==> config.mk <==
export PLATFORM = sky130hd
export DESIGN_NAME = i2c_master_tx
export DESIGN_NICKNAME = d
export VERILOG_FILES = /design/src/rtl/i2c_master_tx.sv
export SDC_FILE = /design/constraint.sdc
export NUM_CORES = 1
export LEC_CHECK = 0
export CAP_MARGIN = 5
export CORE_MARGIN = 3
export CORE_UTILIZATION = 35
export DETAILED_ROUTE_END_ITERATION = 6
export PLACE_DENSITY = 0.67
export SETUP_SLACK_MARGIN = 0.4
export SLEW_MARGIN = 40
export SYNTH_ARGS = -nofsm -noshare
export SYNTH_HDL_FRONTEND = slang
export SYNTH_SLANG_ARGS = --single-unit
==> constraint.sdc <==
create_clock -name CLK -period 1.6 [get_ports CLK]
set_input_delay 0.16 -clock CLK [delete_from_list [all_inputs] [get_ports CLK]]
set_output_delay 0.16 -clock CLK [all_outputs]
set_load 0.05 [all_outputs]
==> src/rtl/i2c_master_tx.sv <==
// Single-byte I2C write master: START, 7-bit address + W, one data byte, both ACKs, STOP.
// SCL and SDA_OE are registered so the bus pins never glitch on state decode.
module i2c_master_tx #(
  parameter int unsigned CLK_DIV  = 4,
  parameter logic [6:0]  DEV_ADDR = 7'b1000111
) (
  input  logic       CLK,
  input  logic       RST_N,
  input  logic       start,
  input  logic [7:0] din,
  output logic       busy,
  output logic       done,
  output logic       nack,
  output logic       SCL,
  output logic       SDA_OE,
  input  logic       SDA_IN
);

  localparam int unsigned DivW = (CLK_DIV > 1) ? $clog2(CLK_DIV) : 1;
  localparam logic [DivW-1:0] DivMax = DivW'(CLK_DIV - 1);

  typedef enum logic [2:0] {
    StIdle,
    StStart,
    StAddr,
    StAddrAck,
    StData,
    StDataAck,
    StStop
  } state_e;

  state_e          state_q, state_d;
  logic [DivW-1:0] div_q, div_d;
  logic [1:0]      qtr_q, qtr_d;
  logic [2:0]      bit_q, bit_d;
  logic [15:0]     shift_q, shift_d;
  logic            nack_q, nack_d;
  logic            done_q, done_d;
  logic            scl_q, scl_d;
  logic            sda_oe_q, sda_oe_d;
  logic            tick;
  logic            slot_end;

  assign tick     = (div_q == DivMax);
  assign slot_end = tick && (qtr_q == 2'd3);

  always_comb begin
    state_d = state_q;
    div_d   = div_q;
    qtr_d   = qtr_q;
    bit_d   = bit_q;
    shift_d = shift_q;
    nack_d  = nack_q;
    done_d  = 1'b0;

    if (state_q != StIdle) begin
      div_d = tick ? '0 : div_q + 1'b1;
      if (tick) begin
        qtr_d = qtr_q + 2'd1;
      end
    end

    case (state_q)
      StIdle: begin
        if (start) begin
          // Address byte sits above the data byte so one shifter serves both.
          shift_d = {DEV_ADDR, 1'b0, din};
          nack_d  = 1'b0;
          div_d   = '0;
          qtr_d   = 2'd0;
          bit_d   = 3'd0;
          state_d = StStart;
        end
      end
      StStart: begin
        if (slot_end) begin
          state_d = StAddr;
        end
      end
      StAddr, StData: begin
        if (slot_end) begin
          shift_d = {shift_q[14:0], 1'b0};
          bit_d   = bit_q + 3'd1;
          if (bit_q == 3'd7) begin
            state_d = (state_q == StAddr) ? StAddrAck : StDataAck;
          end
        end
      end
      StAddrAck, StDataAck: begin
        if (tick && (qtr_q == 2'd2) && SDA_IN) begin
          nack_d = 1'b1;
        end
        if (slot_end) begin
          state_d = ((state_q == StAddrAck) && !nack_q) ? StData : StStop;
        end
      end
      StStop: begin
        if (slot_end) begin
          state_d = StIdle;
          done_d  = 1'b1;
        end
      end
      default: state_d = StIdle;
    endcase

    // Pin levels for the upcoming cycle, decoded from next-state values.
    scl_d    = 1'b1;
    sda_oe_d = 1'b0;
    case (state_d)
      StStart: sda_oe_d = qtr_d[1];
      StAddr, StData: begin
        scl_d    = qtr_d[1];
        sda_oe_d = ~shift_d[15];
      end
      StAddrAck, StDataAck: scl_d = qtr_d[1];
      StStop: begin
        scl_d    = qtr_d[1];
        sda_oe_d = (qtr_d != 2'd3);
      end
      default: begin
        scl_d    = 1'b1;
        sda_oe_d = 1'b0;
      end
    endcase
  end

  always_ff @(posedge CLK) begin
    if (!RST_N) begin
      state_q  <= StIdle;
      div_q    <= '0;
      qtr_q    <= 2'd0;
      bit_q    <= 3'd0;
      shift_q  <= 16'd0;
      nack_q   <= 1'b0;
      done_q   <= 1'b0;
      scl_q    <= 1'b1;
      sda_oe_q <= 1'b0;
    end else begin
      state_q  <= state_d;
      div_q    <= div_d;
      qtr_q    <= qtr_d;
      bit_q    <= bit_d;
      shift_q  <= shift_d;
      nack_q   <= nack_d;
      done_q   <= done_d;
      scl_q    <= scl_d;
      sda_oe_q <= sda_oe_d;
    end
  end

  assign busy   = (state_q != StIdle);
  assign done   = done_q;
  assign nack   = nack_q;
  assign SCL    = scl_q;
  assign SDA_OE = sda_oe_q;

endmodule

==> flow_summary.ini <==
[timing]
max_freq_mhz = 632
hold_viol = 0
worstMarginPinSlew_ps = 333
setup-violations-final = 0
drv_slew = 0
clock_skew_ps = 4.56
period_share_pct = 98.9
rsz0062_at_grt = true
finalSetupTns_ps = 0
relSlewSlack_pct = 77.7
min_period_ps = 1580

[critical_path]
path_max_fanout = 5
crit_arrival_ps = 1760
critical-path-max-stage-delay_ps = 380
cp_cell_sequence = ha_4 -> and2_4 -> buf_6 -> a31oi_1 -> nor3_1 -> nor2_1 -> a32o_1
cp-start-kind = flip-flop
critPathRequiredTime_ps = 1780
critPathKind = flip-flop to flip-flop
cp-end-kind = flip-flop
cp_slowest_cell = dfxtp_4

[place]
portBuffers = 16
dp_hpwl_um = 2360
dpl.cell_count = 241
place_congestion = 0.904

[worst_hold_path]
hold_path.class = primary input to flip-flop

[route]
wl_um = 4000
first_pass_iters = 4
final_antenna_net_count = 0
drt_first_iter_violations = 154
remaining_drc_errors = 0
wire_per_inst_um = 15.1
detail_route.vias_per_cell = 5.43
via_count = 1440

[cts]
clkLatencyLatePin_ps = 280
cts_hold_buf = 0
clock-root-buffer = clkbuf_8
clk_pin_slew_ps = 70
cts_tree = yes
cts_buffer_depth = 2
clock-sinks = 30
h-tree-depth = 2
numCtsBuffers = 5

[yosys]
synth-seq-cells = 30
ys_seq_area_share_pct = 43.6
synth_top_cell_by_area = dfxtp_1
synth_edf_count = 0
avgSynthCellArea_um2 = 8.20
synthCells = 168
yosys-top-cells-area = dfxtp_1, a21oi_1, nand2_1
synth_most_common_cell = dfxtp_1
synth_fp_nets = 185
yosysWarnings = 0
yosys.area.top_type_share_pct = 43.6
netlist_top_cells_count = dfxtp_1, nand2_1, a21oi_1
synth_cell_types = 39
ys.flop_type = dfxtp_1
syn-cell-area_mm2 = 0.00138
synthArstFlopShare_pct = 0

[final_layout]
drive_gt1_share_pct = 41.0
finalNonFillerCells = 265
diodes = 0
area_growth_pct = 59.2
fin_util_pct = 59.0
final_nets = 233

[global_routing]
grt_max_degree = 22
grt_pass1_wl_um = 6150
grt_antenna_before_repair = 0
grt_overflow_total = 0
grt_pass1_vias = 1302
track_usage_pct = 17.9

[floorplanning]
core_mm2 = 0.00372
rows = 22
die_x_um = 68.7
die_y_um = 68.7
start_util_pct = 37.1
io_pins = 17
die_area_mm2 = 0.00472

[run_status]
status = complete, no violations

[power_and_ir_drop]
p_leak_nw = 0.868
vdd_drop_max_v = 0.000438
p_per_area_mw_per_mm2 = 971

[job]
max_cap_violations = 0
timing repair:
action / 4_1_cts / 5_1_grt
gates resized for setup: 29 / 23
endpoints found under the setup margin: 28 / 30
pin swaps: 14 / 13
hold endpoints to repair: 0 / 0
gates cloned: 1 / 0
setup buffers: 9 / 6
path summary, 6_finish.rpt:
path	slack, ps	startpoint	endpoint	cells past startpoint
setup / recovery	20	qtr_q[1]$_SDFF_PN0_	SDA_OE$_SDFF_PN0_	7
hold / removal	420	din[0]	shift_q[0]$_SDFFE_PN0P_	3
setup reg to reg	20	qtr_q[1]$_SDFF_PN0_	SDA_OE$_SDFF_PN0_	7
hold reg to reg	460	shift_q[7]$_SDFFE_PN0P_	shift_q[8]$_SDFFE_PN0P_	2
power breakdown:
group	switching [mW]	total [mW]	internal, mW
clock network	0.297	0.961	0.664
registers	0.0379	0.820	0.782
logic	0.174	0.349	0.175
total	0.509	2.13	1.62
critical path: cells and delay by family, from the launching register on:
| family | cells | cell delay (ps) |
|---|---|---|
| simple gates | 3 | 480 |
| flops | 1 | 380 |
| compound gates | 2 | 320 |
| fa+ha+maj | 1 | 160 |
| buf+inv | 1 | 120 |
cell families (layout without fill, tap and decap cells):
kind of cell               Yosys count  count (layout)  share of synthesized area, %
and+or+nand+nor                     75              75                          26.2
xor gates and xnor gates             2               2                          1.27
adders and majority gates            5               5                          4.54
muxes                                1               1                         0.727
DFF                                 30              30                          43.6
AOI/OAI and AO/OA                   44              44                          19.9
buffers and inverters               11              60                          3.72
flip-flops by register name, summed over array words and instances, names as in the netlist:
name / count
shift_q: 16
bit_q: 3
state_q: 3
div_q: 2
qtr_q: 2
SCL: 1
SDA_OE: 1
done: 1
nack: 1
stage by stage:
stage	power [mW]	hold slack [ps]	area, um2	setup WS (ps)
after floorplan	0.987	296	1430	115
after global placement	1.10	443	1730	65.9
after detailed placement	1.11	448	1730	-16.3
after CTS	2.10	417	2050	58.9
after global routing	2.21	421	2190	-53.5
final	2.13	422	2190	17.3
cell type report:
cell class              instances  area [um2]
repair buffers                 49         442
well taps                      48        60.1
fillers                       294        1520
multi-input cells             127         916
inverters                       3        13.8
clock inverters                 2        60.1
flip-flops and latches         30         619
clock buffers                   6        82.6
cell usage in the layout, fill, tap and decap left out, types with 2 or more instances in the layout:
| cell type | count |
|---|---|
| dfxtp_1 | 23 |
| and2_4 | 2 |
| o21ai_2 | 2 |
| buf_4 | 28 |
| nor2b_1 | 2 |
| nor3_1 | 5 |
| a21oi_1 | 17 |
| nor2_4 | 2 |
| a21oi_2 | 3 |
| ha_4 | 3 |
| nand3b_1 | 2 |
| nor3_2 | 4 |
| dfxtp_2 | 3 |
| nor2_1 | 13 |
| nand2_1 | 22 |
| a31oi_1 | 2 |
| nand3_1 | 9 |
| o21ai_1 | 2 |
| clkbuf_8 | 6 |
| buf_6 | 9 |
| a22oi_1 | 7 |
| clkdlybuf4s50_1 | 11 |
| dfxtp_4 | 4 |
| bufinv_16 | 2 |
| ha_1 | 2 |
metal layers:
metal	wire length (um)	track usage [%]	up-vias	share of wire, %
li1	-	-	694	-
met1	1620	21.9	682	40
met2	2040	29.1	50	51
met3	235	4.54	14	5.9
met4	113	8.76	0	2.8
met5	0	0	-	0
Note: power is estimated with default switching activity, not from simulation.
